[src/rtl/seg7_scan_driver.sv]
// Four-digit multiplexed hex display driver for the 16-bit test_value debug bus.
// The value is snapshotted once per scan frame; outputs are registered with selectable polarity.
module seg7_scan_driver #(
  parameter int REFRESH_DIV    = 50000,
  parameter int BLANK_CYC      = 500,
  parameter bit SEG_ACTIVE_LOW = 1'b1,
  parameter bit AN_ACTIVE_LOW  = 1'b1
) (
  input  logic        CLK,
  input  logic        RESET,
  input  logic [15:0] test_value,
  input  logic        freeze,
  input  logic        blank_lz,
  output logic [6:0]  seg,
  output logic        dp,
  output logic [3:0]  an,
  output logic [15:0] shown_value
);

  localparam int             CW        = $clog2(REFRESH_DIV);
  localparam logic [CW-1:0]  LP_LAST   = CW'(REFRESH_DIV - 1);
  localparam logic [CW-1:0]  LP_BLANK  = CW'(BLANK_CYC);
  // XOR masks that turn active-high drive into the pin polarity; also the "all off" levels.
  localparam logic [6:0]     LP_SEG_INV = SEG_ACTIVE_LOW ? 7'h7F : 7'h00;
  localparam logic           LP_DP_INV  = SEG_ACTIVE_LOW;
  localparam logic [3:0]     LP_AN_INV  = AN_ACTIVE_LOW ? 4'hF : 4'h0;

  logic [CW-1:0] r_div_cnt;
  logic [1:0]    r_dig_idx;
  logic [15:0]   r_shadow;
  logic          r_frz_q;
  logic [6:0]    r_seg;
  logic          r_dp;
  logic [3:0]    r_an;

  logic          w_slot_end;
  logic          w_frame_end;
  logic          w_in_gap;
  logic [3:0]    w_nibble;
  logic [15:0]   w_upper;
  logic          w_lz_blank;
  logic [6:0]    w_pattern;
  logic [6:0]    w_seg_hi;
  logic [3:0]    w_an_hi;
  logic          w_dp_hi;

  assign w_slot_end  = (r_div_cnt == LP_LAST);
  assign w_frame_end = w_slot_end && (r_dig_idx == 2'd3);
  assign w_in_gap    = (r_div_cnt < LP_BLANK);
  assign w_nibble    = r_shadow[{r_dig_idx, 2'b00} +: 4];
  assign w_upper     = r_shadow >> {r_dig_idx, 2'b00};
  assign w_lz_blank  = blank_lz && (r_dig_idx != 2'd0) && (w_upper == 16'h0000);

  always_comb begin
    w_pattern = 7'b0000000;
    case (w_nibble)
      4'h0: w_pattern = 7'b0111111;
      4'h1: w_pattern = 7'b0000110;
      4'h2: w_pattern = 7'b1011011;
      4'h3: w_pattern = 7'b1001111;
      4'h4: w_pattern = 7'b1100110;
      4'h5: w_pattern = 7'b1101101;
      4'h6: w_pattern = 7'b1111101;
      4'h7: w_pattern = 7'b0000111;
      4'h8: w_pattern = 7'b1111111;
      4'h9: w_pattern = 7'b1101111;
      4'hA: w_pattern = 7'b1110111;
      4'hB: w_pattern = 7'b1111100;
      4'hC: w_pattern = 7'b0111001;
      4'hD: w_pattern = 7'b1011110;
      4'hE: w_pattern = 7'b1111001;
      4'hF: w_pattern = 7'b1110001;
      default: w_pattern = 7'b0000000;
    endcase
  end

  // Segments are also dark during the gap so nothing ghosts onto the next digit.
  assign w_seg_hi = (w_in_gap || w_lz_blank) ? 7'b0000000 : w_pattern;
  assign w_an_hi  = w_in_gap ? 4'b0000 : (4'b0001 << r_dig_idx);
  assign w_dp_hi  = (r_dig_idx == 2'd0) && r_frz_q && !w_in_gap;

  always_ff @(posedge CLK or posedge RESET) begin
    if (RESET) begin
      r_div_cnt <= '0;
      r_dig_idx <= 2'd0;
      r_shadow  <= 16'h0000;
      r_frz_q   <= 1'b0;
      r_seg     <= LP_SEG_INV;
      r_dp      <= LP_DP_INV;
      r_an      <= LP_AN_INV;
    end else begin
      r_frz_q <= freeze;
      if (w_slot_end) begin
        r_div_cnt <= '0;
        r_dig_idx <= r_dig_idx + 2'd1;
      end else begin
        r_div_cnt <= r_div_cnt + 1'b1;
      end
      // Live freeze input decides capture, so a freeze asserted on the wrap cycle wins.
      if (w_frame_end && !freeze) begin
        r_shadow <= test_value;
      end
      r_seg <= w_seg_hi ^ LP_SEG_INV;
      r_dp  <= w_dp_hi ^ LP_DP_INV;
      r_an  <= w_an_hi ^ LP_AN_INV;
    end
  end

  assign seg         = r_seg;
  assign dp          = r_dp;
  assign an          = r_an;
  assign shown_value = r_shadow;

endmodule

[config.mk]
export PLATFORM = sky130hd
export DESIGN_NAME = seg7_scan_driver
export DESIGN_NICKNAME = d
export VERILOG_FILES = /design/src/rtl/seg7_scan_driver.sv
export SDC_FILE = /design/constraint.sdc
export NUM_CORES = 1
export LEC_CHECK = 0
export CORE_MARGIN = 4
export CORE_UTILIZATION = 47
export DETAILED_ROUTE_END_ITERATION = 16
export HOLD_SLACK_MARGIN = 0.12
export PLACE_DENSITY = 0.74
export RECOVER_POWER = 100
export SLEW_MARGIN = 20
export SYNTH_ARGS = -nofsm -noshare
export SYNTH_HDL_FRONTEND = slang
export SYNTH_SLANG_ARGS = --single-unit
export TNS_END_PERCENT = 10
[constraint.sdc]
create_clock -name CLK -period 2.75 [get_ports CLK]
set_input_delay 0.275 -clock CLK [delete_from_list [all_inputs] [get_ports CLK]]
set_output_delay 0.275 -clock CLK [all_outputs]
set_load 0.05 [all_outputs]
==> flow_summary.toml, run 1 <==
[critical_path]
cp_cell_sequence = "mux4_2 -> inv_1 -> ha_1 -> nand2_1 -> nor4_1 -> o31ai_1 -> o311a_1 -> o211ai_1"
crit_type = "register to register"
cp-start-kind = "register"
worstPathArrival_ns = 2.68
path_depth = 8
cp-endpoint = "seg[5]$_DFF_PP1_"
cp_slowest_cell = "mux4_2"
crit_required_ns = 2.96
r2r_start = "r_dig_idx[0]$_DFFE_PP0N_"
crit_path_end_kind = "register"
reg2reg_slack_ns = 0.28
worst-path-buf-inv = 1
slowest_delay_ns = 0.58
critical-path-top-delay-family = "compound AO/OA/AOI/OAI gates"
worst-r2r-cell-count = 8
reg2reg_to = "seg[5]$_DFF_PP1_"
crit_path_start = "r_dig_idx[0]$_DFFE_PP0N_"
crit_fanout = 7

[cells_and_area]
n_fill_cell = 433
multi_input_area_mm2 = 0.00109
layout-drive-gt1-share_pct = 13.7
n_antenna_cell = 0
nets = 286
syn_to_final_growth_pct = 25.6
regArea_mm2 = 0.00119
fin_cells = 323

[global_routing]
grt_usage_pct = 16.8
grt_max_degree = 18
grt_pass1_wl_um = 8270
grt-ovfl-total = 0
grt_pass1_vias = 1710
antenna_found_initial = 0

[detailed_routing]
wl_per_cell_um = 14.9
drtPass1Iterations = 4
drtIter0Drc = 96
final_antenna_net_count = 0
num_vias = 1679
vias_per_cell = 5.20
drc = 0
wirelength_um = 4800

[run_status]
status = "complete, no violations"

[power]
ir_worst_vdd_mv = 0.307
power_mw = 1.22
p_leak_nw = 1.32
power_density_mw_per_mm2 = 406

[timing]
hold_violations = 0
fin_crit_ns = 2.47
fmax_mhz = 405
fin_worst_skew_ns = 0.0110
rsz0062_at_grt = "no"
finalWorstSetupSlack_ns = 0.280
slew_headroom_pct = 37.9
fin_tns_setup_ns = 0
setup_viol = 0
slew_violations = 0
fin_crit_sh_pct = 89.8
holdWs_ns = 0.396
worst_pin_slew_ns = 0.932

[clock_tree]
clk_pin_slew_ns = 0.08
cts_root_buf = "clkbuf_8"
post_cts_buffers = 0
clk_latency_ns = 0.29
cts_resized = 0
cts_tree = "built"
numCtsBuffers = 5
clock-sinks = 47
htreeDepth = 2
postCtsHoldBufs = 0
clk_path_buf_depth = 2

[place]
dp_cells = 315
place_hpwl_um = 3660
io_buffers = 47
post-place-ws_ns = 0.321
gp_congestion = 0.914

[logic_synthesis]
ys_seq_area_share_pct = 49.9
synthCells = 201
synth_seq_cells = 47
yosys_warnings = 0
avgSynthCellArea_um2 = 11.9
syn_nets = 232
syn-cell-area_mm2 = 0.00239
ys_types = 39

[job]
cap_violations = 0

[hold_path]
min_path_type = "input pin to async pin"

[die]
core_area_mm2 = 0.00482
ios = 48
die_x_um = 79.3
placementRows = 25
floorplan.initialDensity_pct = 49.6
die_area_mm2 = 0.00629
dieHeight_um = 79.3
==> through the flow <==
| step | instance area, um2 | utilization (%) |
|---|---|---|
| global route | 3000 | 62.3 |
| global placement | 2950 | 61.3 |
| detailed placement | 2950 | 61.3 |
| floorplan | 2390 | - |
| finish | 3000 | 62.3 |
| CTS | 3060 | 63.5 |
==> logic make-up (layout without fill, tap and decap cells) <==
| family | Yosys count | in the layout | share of synthesized area (%) |
|---|---|---|---|
| AO/OA/AOI/OAI | 21 | 21 | 6.76 |
| XOR/XNOR | 15 | 15 | 5.50 |
| adder cells (fa/ha/maj) | 11 | 11 | 5.76 |
| buffers and inverters | 13 | 68 | 2.62 |
| flip-flops | 47 | 47 | 49.9 |
| multiplexers | 27 | 27 | 14.9 |
| AND/OR/NAND/NOR | 67 | 67 | 14.6 |
==> routing by layer <==
| layer | track usage [%] | up-vias | wire length, um |
|---|---|---|---|
| met2 | 26.2 | 53 | 2130 |
| li1 | - | 821 | - |
| met5 | 0 | - | 0 |
| met3 | 3.29 | 6 | 291 |
| met4 | 5.67 | 0 | 69 |
| met1 | 23.3 | 799 | 2310 |
==> sequential cells by signal, indices dropped and copies added (netlist names) <==
signal / flops
r_dig_idx: 2
shown_value: 16
seg: 7
r_div_cnt: 16
r_frz_q: 1
dp: 1
an: 4
==> layout make-up <==
type | count | area share [%]
flip-flops and latches | 47 | 39.7
clock inverters | 1 | 1.00
inverters | 7 | 0.876
well taps | 67 | 2.79
repair buffers | 53 | 16.8
multi-input cells | 141 | 36.3
clock buffers | 7 | 2.54
==> cells in the final DEF, fill, tap and decap left out, drive strengths merged, types with 5 or more instances in the layout <==
cell type,count
dfstp,12
dfrtp,35
nor4,8
nand3,9
mux2,18
xnor2,7
mux2i,7
clkdlybuf4s50,17
inv,6
nand2,18
nor2,14
ha,11
clkbuf,10
dlygate4sd3,30
xor2,8
o211ai,5
==> cells in the mapped netlist, drive strengths merged <==
cell type / n / area share, %
dfrtp: 35 / 37
mux2: 18 / 10
nand2: 18 / 2.8
nor2: 14 / 2.2
dfstp: 12 / 13
ha: 11 / 5.8
nand3: 9 / 1.9
nor4: 8 / 2.4
xor2: 8 / 2.9
inv: 7 / 1.1
mux2i: 7 / 2.9
xnor2: 7 / 2.6
buf: 6 / 1.5
o211ai: 5 / 1.6
and3: 4 / 1.0
a21oi: 3 / 0.63
nand3b: 3 / 1.5
nor3: 3 / 0.63
a31oi: 2 / 0.52
mux4: 2 / 1.9
nand2b: 2 / 0.52
o21a: 2 / 0.63
o22a: 2 / 0.73
o31ai: 2 / 0.63
and2: 1 / 0.26
nand4: 1 / 0.26
nor2b: 1 / 0.26
nor3b: 1 / 0.31
o21ai: 1 / 0.21
o221ai: 1 / 0.37
o311a: 1 / 0.42
o311ai: 1 / 0.68
o31a: 1 / 0.37
or2: 1 / 0.26
or4: 1 / 0.31
==> how the worst min path moves through the flow <==
stage	slack, ns	endpoint	start
floorplan	0.31	r_frz_q$_DFF_PP0_	freeze
global placement	0.38	dp$_DFF_PP1_	r_frz_q$_DFF_PP0_
detailed placement	0.38	dp$_DFF_PP1_	r_frz_q$_DFF_PP0_
CTS	0.28	shown_value[6]$_DFFE_PP0P_	RESET
global route	0.43	dp$_DFF_PP1_	r_frz_q$_DFF_PP0_
finish	0.40	shown_value[6]$_DFFE_PP0P_	RESET
==> power by group <==
group | leakage, nW | switching, mW | internal, mW
logic | 0.674 | 0.0163 | 0.0240
registers | 0.599 | 0.000170 | 0.692
clock network | 0.0524 | 0.214 | 0.272
total | 1.32 | 0.231 | 0.988
Note: power is estimated with default switching activity, not from simulation.
==> run 2, diff against run 1 <==
--- a/config.mk
+++ b/config.mk
@@ -6,11 +6,12 @@
 export NUM_CORES = 1
 export LEC_CHECK = 0
 export CORE_MARGIN = 4
-export CORE_UTILIZATION = 47
+export CORE_UTILIZATION = 46
 export DETAILED_ROUTE_END_ITERATION = 16
 export HOLD_SLACK_MARGIN = 0.12
-export PLACE_DENSITY = 0.74
-export RECOVER_POWER = 100
+export PLACE_DENSITY = 0.75
+export RECOVER_POWER = 25
+export REMOVE_ABC_BUFFERS = 1
 export SLEW_MARGIN = 20
 export SYNTH_ARGS = -nofsm -noshare
 export SYNTH_HDL_FRONTEND = slang
==> constraint.sdc (replaced) <==
create_clock -name CLK -period 2.1 [get_ports CLK]
set_input_delay 0.21 -clock CLK [delete_from_list [all_inputs] [get_ports CLK]]
set_output_delay 0.21 -clock CLK [all_outputs]
set_load 0.05 [all_outputs]
==> flow_summary.toml, run 2 (synthesized netlist as in run 1, its figures left out) <==
[power]
ir_worst_vdd_mv = 0.299
p_leak_nw = 1.48
power_density_mw_per_mm2 = 483

[die]
dieHeight_um = 80.1
die_x_um = 80.1
die_area_mm2 = 0.00641
floorplan.initialDensity_pct = 48.9
placementRows = 25
core_area_mm2 = 0.00488
ios = 48

[detailed_routing]
wirelength_um = 5210
drtIter0Drc = 114
vias_per_cell = 5.12
drc = 0
wl_per_cell_um = 15.1
num_vias = 1766
final_antenna_net_count = 0
drtPass1Iterations = 4

[clock_tree]
clock-sinks = 47
htreeDepth = 2
cts_tree = "built"
clk_path_buf_depth = 2
cts_root_buf = "clkbuf_8"
postCtsHoldBufs = 0
numCtsBuffers = 5
clk_pin_slew_ns = 0.09
clk_latency_ns = 0.31

[timing]
finalWorstSetupSlack_ns = -0.131
fin_worst_skew_ns = 0.00588
fin_crit_sh_pct = 106
fin_crit_ns = 2.23
rsz0062_at_grt = "yes"
fmax_mhz = 448
holdWs_ns = 0.396
slew_violations = 0
setup_viol = 7
slew_headroom_pct = 25.4
worst_pin_slew_ns = 1.12
hold_violations = 0

[cells_and_area]
n_antenna_cell = 0
finish.instance_area_mm2 = 0.00326
fin_cells = 345
layout_common_cells = "clkdlybuf4s50_1 (45), dfrtp_1 (35), buf_4 (27), nand2_1 (17), nor2_1 (14)"
syn_to_final_growth_pct = 36.3
final_common_cell = "clkdlybuf4s50_1"
layout-drive-gt1-share_pct = 28.1
nets = 308

[place]
place_hpwl_um = 3790
placed_area_mm2 = 0.00310
dp_cells = 335
gp_congestion = 0.866
io_buffers = 47

[global_routing]
grt_pass1_wl_um = 8750
grt_pass1_vias = 1783
grt_max_degree = 48
grt-ovfl-total = 0
grt_usage_pct = 17.9
antenna_found_initial = 0

[critical_path]
critical-path-top-delay-family = "compound AO/OA/AOI/OAI gates"
cp_cell_sequence = "mux4_2 -> inv_2 -> ha_4 -> nand2_4 -> nor4_4 -> o31ai_1 -> o311a_1 -> o211ai_1"
crit_required_ns = 2.32
reg2reg_to = "seg[1]$_DFF_PP1_"
cp-start-kind = "register"
worstPathArrival_ns = 2.45
slowest_delay_ns = 0.55
worst-r2r-cell-count = 8
reg2reg_slack_ns = -0.13
crit_fanout = 7
crit_path_end_kind = "register"
cp_slowest_cell = "mux4_2"
worst-path-buf-inv = 1
crit_type = "register to register"
r2r_start = "r_dig_idx[0]$_DFFE_PP0N_"

[hold_path]
min_path_cells = 1
hold_path_end = "dp$_DFF_PP1_"
min_from = "r_frz_q$_DFF_PP0_"
min_path_type = "register to register"

[job]
cap_violations = 0

[run_status]
violations = "setup timing"
status = "complete, but fails checks"
==> run 2: changes by cell type in the layout (fill, tap and decap cells not counted), moves of 2 or more <==
cell             before  now
buf_4                 3   27
clkbuf_1              5    0
clkbuf_8              5    7
clkdlybuf4s50_1      17   45
dlygate4sd3_1        30    2
ha_1                 11    9
inv_1                 6    4
inv_2                 0    2
mux2_1               10    0
mux2_4                0   10
==> run 2: timing repair <==
| action | in CTS | in global routing |
|---|---|---|
| pin swaps | 1 | 2 |
| setup endpoints to repair | 7 | 7 |
| resized for setup | 4 | 5 |
| buffers inserted | 1 | 1 |
==> run 2: area by class of cell <==
| cell class | instances | area, um2 |
|---|---|---|
| Clock buffer | 7 | 96.3 |
| Multi-Input combinational cell | 141 | 1170 |
| Timing Repair Buffer | 75 | 678 |
| Inverter | 7 | 26.3 |
| Fill cell | 391 | 1620 |
| Sequential cell | 47 | 1190 |
| Clock inverter | 1 | 7.51 |
| Tap cell | 67 | 83.8 |
==> run 2: worst max path at each step <==
stage	start	endpoint	slack [ns]	cells past startpoint
after floorplan	r_dig_idx[0]$_DFFE_PP0N_	seg[5]$_DFF_PP1_	-0.34	8
after CTS	r_dig_idx[0]$_DFFE_PP0N_	seg[1]$_DFF_PP1_	-0.09	8
final	r_dig_idx[0]$_DFFE_PP0N_	seg[1]$_DFF_PP1_	-0.13	8
after detailed placement	r_dig_idx[0]$_DFFE_PP0N_	seg[1]$_DFF_PP1_	-0.21	8
after global placement	r_dig_idx[0]$_DFFE_PP0N_	seg[5]$_DFF_PP1_	-0.10	8
after global routing	r_dig_idx[0]$_DFFE_PP0N_	seg[1]$_DFF_PP1_	-0.29	8
==> run 2: metal layers <==
metal	share of wire, %	global-route usage (%)
met5	0	0
met4	2.1	9.46
met3	4.8	4.04
met2	48	27.7
met1	45	23.4
==> run 2: report_power, final <==
part           switching [mW]  internal [mW]
logic                  0.0229         0.0323
clock network           0.310          0.300
registers            0.000225          0.906
==> run 2: through the flow <==
| stage | setup TNS (ns) | setup WS, ns | total power [mW] | util (%) |
|---|---|---|---|---|
| 6_report | -0.722 | -0.131 | 1.57 | 66.7 |
| 3_5_place_dp | -1.28 | -0.207 | 0.980 | 63.6 |
| 5_1_grt | -1.91 | -0.293 | 1.63 | 66.7 |
| 4_1_cts | -0.440 | -0.0889 | 1.59 | 66.0 |
| 3_3_place_gp | -0.622 | -0.101 | 0.980 | 63.6 |
| 2_1_floorplan | -2.31 | -0.342 | 0.939 | - |
==> run 2: worst reg2reg max path, cell delays in order, from the launching register on <==
cell and delay [ns]:
dfrtp_1 0.42, mux4_2 0.55, inv_2 0.10, ha_4 0.15
nand2_4 0.06, nor4_4 0.17, o31ai_1 0.11, o311a_1 0.44
o211ai_1 0.14
==> run 3, diff against run 2 <==
--- a/config.mk
+++ b/config.mk
@@ -8,6 +8,7 @@
 export CORE_MARGIN = 4
 export CORE_UTILIZATION = 46
 export DETAILED_ROUTE_END_ITERATION = 16
+export GPL_ROUTABILITY_DRIVEN = 0
 export HOLD_SLACK_MARGIN = 0.12
 export PLACE_DENSITY = 0.75
 export RECOVER_POWER = 25
==> results of run 3 <==
Same layout as run 2: the final DEF is identical, and so are final timing and power.
